## src/rtl/code_entry_sequencer_pkg.sv

```systemverilog
// Shared lock definitions: FSM encoding, password length
// and debounce defaults used across the lock blocks.
package code_entry_sequencer_pkg;

  localparam logic [2:0] ST_IDLE       = 3'd0;
  localparam logic [2:0] ST_COLLECT_IN = 3'd1;
  localparam logic [2:0] ST_COLLECT_ST = 3'd2;
  localparam logic [2:0] ST_FULL_IN    = 3'd3;
  localparam logic [2:0] ST_FULL_ST    = 3'd4;
  localparam logic [2:0] ST_CLEAR      = 3'd5;

  localparam int unsigned PW_LEN_DEF   = 4;
  localparam int unsigned DEBOUNCE_DEF = 1_000_000;

  typedef enum logic [2:0] {
    IDLE       = ST_IDLE,
    COLLECT_IN = ST_COLLECT_IN,
    COLLECT_ST = ST_COLLECT_ST,
    FULL_IN    = ST_FULL_IN,
    FULL_ST    = ST_FULL_ST,
    CLEAR      = ST_CLEAR
  } state_t;

  typedef enum logic [1:0] {
    EV_NONE,
    EV_IN,
    EV_ST,
    EV_SUB
  } ev_t;

endpackage

```

## src/rtl/code_entry_sequencer_key_debouncer.sv

```systemverilog
// Button synchroniser and debouncer; emits a one-cycle
// pulse when the debounced level falls (key pressed).
module key_debouncer
  import code_entry_sequencer_pkg::*;
#(
  parameter int unsigned CYCLES = DEBOUNCE_DEF
) (
  input  logic clk,
  input  logic rst_n,
  input  logic key_n,
  output logic press
);

  localparam int CW = (CYCLES > 1) ? $clog2(CYCLES) : 1;
  localparam logic [CW-1:0] LAST = CW'(CYCLES - 1);

  logic [1:0]    sync;
  logic          level;
  logic [CW-1:0] cnt;

  always_ff @(posedge clk or negedge rst_n) begin
    if (!rst_n) begin
      sync  <= 2'b11;
      level <= 1'b1;
      cnt   <= '0;
      press <= 1'b0;
    end else begin
      sync  <= {sync[0], key_n};
      press <= 1'b0;
      if (sync[1] == level) begin
        cnt <= '0;
      end else if (cnt == LAST) begin
        cnt   <= '0;
        level <= sync[1];
        press <= ~sync[1];
      end else begin
        cnt <= cnt + 1'b1;
      end
    end
  end

endmodule

```

## src/rtl/code_entry_sequencer.sv

```systemverilog
// Turns debounced lock buttons into single-cycle checker
// strobes, counting symbols so only whole codes are sent.
module code_entry_sequencer
  import code_entry_sequencer_pkg::*;
#(
  parameter int unsigned DEBOUNCE_CYCLES = DEBOUNCE_DEF,
  parameter int unsigned PW_LEN          = PW_LEN_DEF
) (
  input  logic       clk,
  input  logic       system_reset_n,
  input  logic       key_store_n,
  input  logic       key_input_n,
  input  logic       key_submit_n,
  input  logic [1:0] sym_in,
  output logic [1:0] bits,
  output logic       input_value,
  output logic       store_value,
  output logic       compare,
  output logic       input_reset,
  output logic [1:0] digit_idx,
  output logic       entry_full
);

  localparam logic [2:0] PW = 3'(PW_LEN);

  logic   p_st, p_in, p_sub;
  ev_t    ev;
  state_t state, state_n;
  logic [2:0] cnt, cnt_n, cnt_inc;
  logic [1:0] bits_n;
  logic iv_n, sv_n, cmp_n, ir_n;

  key_debouncer #(.CYCLES(DEBOUNCE_CYCLES)) u_db_st (
    .clk(clk), .rst_n(system_reset_n),
    .key_n(key_store_n), .press(p_st));

  key_debouncer #(.CYCLES(DEBOUNCE_CYCLES)) u_db_in (
    .clk(clk), .rst_n(system_reset_n),
    .key_n(key_input_n), .press(p_in));

  key_debouncer #(.CYCLES(DEBOUNCE_CYCLES)) u_db_sub (
    .clk(clk), .rst_n(system_reset_n),
    .key_n(key_submit_n), .press(p_sub));

  always_comb begin
    ev = EV_NONE;
    priority case (1'b1)
      p_sub:   ev = EV_SUB;
      p_st:    ev = EV_ST;
      p_in:    ev = EV_IN;
      default: ev = EV_NONE;
    endcase
  end

  assign cnt_inc = cnt + 3'd1;

  always_comb begin
    state_n = state;
    cnt_n   = cnt;
    bits_n  = bits;
    iv_n    = 1'b0;
    sv_n    = 1'b0;
    cmp_n   = 1'b0;
    ir_n    = 1'b0;
    unique case (state)
      IDLE: begin
        if (ev == EV_IN) begin
          iv_n    = 1'b1;
          bits_n  = sym_in;
          cnt_n   = 3'd1;
          state_n = (PW == 3'd1) ? FULL_IN : COLLECT_IN;
        end else if (ev == EV_ST) begin
          sv_n    = 1'b1;
          bits_n  = sym_in;
          cnt_n   = 3'd1;
          state_n = (PW == 3'd1) ? FULL_ST : COLLECT_ST;
        end
      end
      COLLECT_IN: begin
        if (ev == EV_SUB) begin
          state_n = CLEAR;
        end else if (ev == EV_IN) begin
          iv_n    = 1'b1;
          bits_n  = sym_in;
          cnt_n   = cnt_inc;
          state_n = (cnt_inc == PW) ? FULL_IN : COLLECT_IN;
        end
      end
      COLLECT_ST: begin
        if (ev == EV_SUB) begin
          state_n = CLEAR;
        end else if (ev == EV_ST) begin
          sv_n    = 1'b1;
          bits_n  = sym_in;
          cnt_n   = cnt_inc;
          state_n = (cnt_inc == PW) ? FULL_ST : COLLECT_ST;
        end
      end
      FULL_IN: begin
        if (ev == EV_SUB) begin
          cmp_n   = 1'b1;
          state_n = CLEAR;
        end
      end
      FULL_ST: begin
        if (ev == EV_SUB) begin
          cnt_n   = 3'd0;
          state_n = IDLE;
        end
      end
      CLEAR: begin
        ir_n    = 1'b1;
        cnt_n   = 3'd0;
        state_n = IDLE;
      end
      default: begin
        cnt_n   = 3'd0;
        state_n = IDLE;
      end
    endcase
  end

  always_ff @(posedge clk or negedge system_reset_n) begin
    if (!system_reset_n) begin
      state       <= IDLE;
      cnt         <= 3'd0;
      bits        <= 2'b00;
      input_value <= 1'b0;
      store_value <= 1'b0;
      compare     <= 1'b0;
      input_reset <= 1'b0;
    end else begin
      state       <= state_n;
      cnt         <= cnt_n;
      bits        <= bits_n;
      input_value <= iv_n;
      store_value <= sv_n;
      compare     <= cmp_n;
      input_reset <= ir_n;
    end
  end

  // A full 4-symbol count shows as 0 on the 2-bit port; entry_full tells it apart.
  assign digit_idx  = cnt[1:0];
  assign entry_full = (cnt == PW);

endmodule
```

## config.mk

```make
export PLATFORM = sky130hd
export DESIGN_NAME = code_entry_sequencer
export DESIGN_NICKNAME = d
export VERILOG_FILES = /design/src/rtl/code_entry_sequencer_pkg.sv /design/src/rtl/code_entry_sequencer_key_debouncer.sv /design/src/rtl/code_entry_sequencer.sv
export SDC_FILE = /design/constraint.sdc
export NUM_CORES = 1
export LEC_CHECK = 0
export CORE_MARGIN = 1.5
export CORE_UTILIZATION = 45
export DETAILED_ROUTE_END_ITERATION = 8
export SETUP_SLACK_MARGIN = 0.15
export SLEW_MARGIN = 20
export SYNTH_ARGS = -nofsm -noshare
export SYNTH_HDL_FRONTEND = slang
export SYNTH_HIERARCHICAL = 1
export SYNTH_SLANG_ARGS = --single-unit
```

## constraint.sdc

```tcl
create_clock -name clk -period 2.6 [get_ports clk]
set_input_delay 0.78 -clock clk [delete_from_list [all_inputs] [get_ports clk]]
set_output_delay 0.78 -clock clk [all_outputs]
set_load 0.01 [all_outputs]
```

[After elaboration in Yosys (flattened, before gate mapping)]
Cells that the tools add are included.
Widths: inputs -> output; s select.
Cells by class
  $add $sub $neg: 4
  equal/unequal tests: 25
  muxes and demuxes: 49
  bitwise operators: 7
  reductions and logical operators: 8
Operators with widths (number)
  $mux 20: 6
  $add 20x1->20 const B: 3
  $eq 20x20->1 const B: 3
  $mux 3: 15
  $pmux 3 s5: 2
  $mux 2: 8
  $mux 1: 15
  $eq 3x3->1 const B: 4
  $ne 2x2->1 const B: 6
  $ne 3x3->1 const B: 3
  $not 1->1: 7
  $reduce_and 7->1: 1
  $eq 3x2->1 const B: 2
  $pmux 2 s3: 1
  $reduce_and 2->1: 3
  $reduce_and 5->1: 1
  $eq 2x2->1 const B: 2
  $pmux 1 s2: 2
  $reduce_and 4->1: 1
  $add 3x1->3 const B: 1
  $eq 1x1->1: 3
  $eq 3x1->1 const B: 1
  $logic_not 3->1: 1
  $reduce_bool 3->1: 1
  $eq 2x1->1 const B: 1
Storage, ports and cells
  register bits: 84
  input port bits: 7
  output and inout bits: 9
  logic and storage cells: 112

[Logic depth before layout (Yosys ltp)]
  word-level depth: 7
  depth in mapped cells: 6
  gate-level depth less buffers: 5

[By module]
Netlist, hierarchy kept.
By module, submodules not included
  key_debouncer: instances 3, cells an instance 116, area each 1139.8 µm², sequential area each 604.3 µm²
  code_entry_sequencer: instances 1, cells an instance 64, area each 673.1 µm², sequential area each 300.3 µm²

[Worst setup path before layout]
OpenSTA, ideal clock, no wires.
  path type: reg-to-reg
  from: reg u_db_in.cnt[0]
  to: reg u_db_in.cnt[18]
  setup time: 0.078 ns
  arrival time: 1.897 ns
  data required time: 2.522 ns
  path slack: 0.625 ns
  stages on the path, launching flop included: 7
  cells stage by stage: dfrtp_1 -> ha_1 -> nand2_1 -> or4_1 -> buf_2 -> or4_1 -> a21oi_1
Between the ends
  longest elaborated chain between the ends: 3
  elaborated cells on any way between the ends: 4
  those cells by class: add/sub: 1; eq/ne: 1; mux: 2
Ends and longest elaborated chain
  start: declaration: line code_entry_sequencer_key_debouncer.sv:19  | logic [CW-1:0] cnt;
  start signal: assignment: line code_entry_sequencer_key_debouncer.sv:37  | cnt <= cnt + 1'b1;
  $add 20x1->20 or $eq 20x20->1 (tied branches): line code_entry_sequencer_key_debouncer.sv:37, code_entry_sequencer_key_debouncer.sv:32
  $mux 20 (*): line code_entry_sequencer_key_debouncer.sv:32  | end else if (cnt == LAST) begin
  $mux 20 (*): line code_entry_sequencer_key_debouncer.sv:30  | if (sync[1] == level) begin
Every way passes the cells marked *; elsewhere a longest branch is shown, timed or not.
A chain may end at the register's enable or synchronous reset.

==> run metrics <==
# diodes=0; Setup CP Type=reg -> out; GP Congestion=0.751; hold_sp=u_db_in/sync[0]; Highest Signal Layer=met4; clock insertion delay at the later pin of the skew report=360 ps; max_cap viols=0; FF-to-FF Start=u_db_st/cnt[0]; routed wire length=7.23 mm; most frequent cells in the layout=dfrtp_1, nor2_1, a21oi_1; HP Class=reg -> reg; post-synth cell types=46; DP Wirelength=4.93 mm; commonest non-fill, non-tap cell in the layout=dfrtp_1; area of the multi-input gates=around 1800 µm²; total number of yosys warnings=6; Yosys reg bits=84; flop-to-flop setup slack=450 ps; share of cells above drive strength 1=14.2%; post-synthesis cell count=412; First DRT Iteration DRCs=96; fin util=a little over half; root buffer cell=clkbuf_8; hold path depth=0; Worst VDD drop=a little under 300 µV; Num CTS Buffers=9; CP arrival=about 1400 ps; DR pass1 iterations=4; CP Cell Sequence=buf_4 > clkdlybuf4s50_1; dpl cell area=4340 µm²; post-layout minimum cycle time=2160 ps; clk slew on worst S/H paths=90 ps; total power=0.00250 W; WL met2=3.37 mm; Crit. End Element=output pin; status=finished, final reports clean; clock sinks=84; Initial Util=46.7%; drt wl/cell=13.4 µm; Remaining Overflow, GRT=0; synth top area cells=dfrtp_1, dfstp_2, nor2_1; die area=between 9000 and 10,000 µm²; register area share after synthesis=51.6%; number of fill cells in the layout=783; R2R depth=5; row cnt=34; WL met1=3.56 mm; synthesis-to-layout area growth=12.2%; number of remaining DRC errors=0; top-area cell type share of the netlist area=45.9%; Synth area leader=dfrtp_1; DR WL met3=206 µm; Synth Flop Type=dfrtp_1; first-pass GRT wire length=12.8 mm; unrepaired setup endpoints after global routing=no; cell area power density=544 nW/µm²; cell area after synthesis=4090 µm²; Tightest Pin Transition=590 ps; CP max-delay cell=clkdlybuf4s50_1; CP Launch Type=flop; Rel. slew slack=approximately three fifths; Slew Limit Fails=0; port bufs=15; Final period util=83.2%; I/O Pins=16; Final Hold Viols=0; DR vias=~2,900; Final setup violation count=0; fin area=4590 µm²; CTS tree=built; die height=98.4 µm; Leak Pwr=1.86 nW; Post-synth ARST share=100%; Reg area=2110 µm²; setup TNS=0 ps; # nets final=roughly 440; Worst Skew=around 12 ps; H-tree levels=3; critical path fanouts, max=4; number of synthesized flops with an enable pin=0; reg-to-reg endpoint=u_db_st/cnt[18]; vias in the first global route=2,855; Die X=approximately 98 µm; Via-to-Cell Ratio=5.47; CP max stage delay=530 ps; core area=8760 µm²; fmax=0.462 GHz; largest net degree at the start of global routing=47; initial antenna violation count=0; syn avg cell area=9.93 µm²; Worst Hold End=u_db_in/sync[1]; maximum root-to-sink buffer count=2; post-route ant nets=0; CP required=1820 ps; GRT Overall Usage=16.3%; Mapped Nets=425
-- logic make-up after synthesis --
family,after synthesis,share of synthesized area [%]
AND/OR/NAND/NOR,177,24.2
flip-flops,84,51.6
AO/OA/AOI/OAI,64,8.99
buffers and inverters,41,4.22
XOR/XNOR,34,7.28
multiplexers,6,1.80
adder cells (fa/ha/maj),6,1.83
-- per-layer routing --
metal | vias up | track usage (%)
li1 | 1475 | -
met1 | 1428 | 21.4
met2 | 34 | 26.2
met3 | 10 | 4.15
met4 | 0 | 5.85
met5 | - | 0
-- registers in the layout (all words and copies together), names as in the netlist --
name	count
state	3
u_db_sub/sync	2
u_db_sub/press	1
u_db_st/level	1
compare	1
u_db_st/press	1
u_db_in/cnt	20
cnt	3
u_db_in/level	1
input_reset	1
u_db_sub/cnt	20
bits	2
u_db_st/sync	2
input_value	1
u_db_sub/level	1
u_db_in/sync	2
u_db_st/cnt	20
u_db_in/press	1
store_value	1
-- synthesized netlist by cell type, drive strengths merged (14+ instances only) --
library cell and count:
dfrtp 75, nor2 46, nand3 29, a21oi 28, inv 21, o21ai 19
xnor2 18, nand2 16, or4 16, xor2 16, or3 15, clkbuf 14
-- final cells by class --
class                           instances  area share, %
Sequential cell                        84           46.0
Timing Repair Buffer                   23           4.85
Clock buffer                           12           3.60
Tap cell                              108           2.94
Inverter                               21           1.72
Multi-Input combinational cell        287           39.3
Clock inverter                          4           1.53
-- critical path: cells and delay by family, from the launching register on --
family,cells,cell delay [ps]
buffers and inverters,2,660
flip-flops,1,360
-- per-stage QoR --
stage	setup slack, ps	std cells	hold WS (ps)
after floorplan	625	412	345
after global placement	560	521	348
after detailed placement	472	521	347
after CTS	173	538	359
after global routing	296	539	366
final	437	539	358
-- power breakdown --
group / switching (W) / internal [W] / total [W] / leakage [nW]
Combinational: 0.0000545 / 0.0000327 / 0.0000872 / 0.604
Sequential: 0.0000174 / 0.00133 / 0.00134 / 1.13
Clock: 0.000451 / 0.000617 / 0.00107 / 0.122
Total: 0.000523 / 0.00198 / 0.00250 / 1.86
-- worst max-delay path by stage --
stage,startpoint,end,slack [ps]
floorplan,u_db_in/cnt[0],u_db_in/cnt[18],620
global placement,u_db_st/cnt[0],u_db_st/cnt[18],560
detailed placement,u_db_sub/cnt[0],u_db_sub/cnt[16],470
CTS,cnt[1],entry_full,170
global route,u_db_in/cnt[0],u_db_in/cnt[18],300
finish,cnt[0],digit_idx[0],440
-- repair_timing --
| item | in CTS | in global routing |
|---|---|---|
| hold buffers | 0 | 0 |
| cloned | 0 | 0 |
| endpoints found under the setup margin | 1 | 1 |
| setup buffers | 1 | 1 |
| gates resized for setup | 0 | 1 |
No activity file was read; power rests on OpenSTA's default activity.
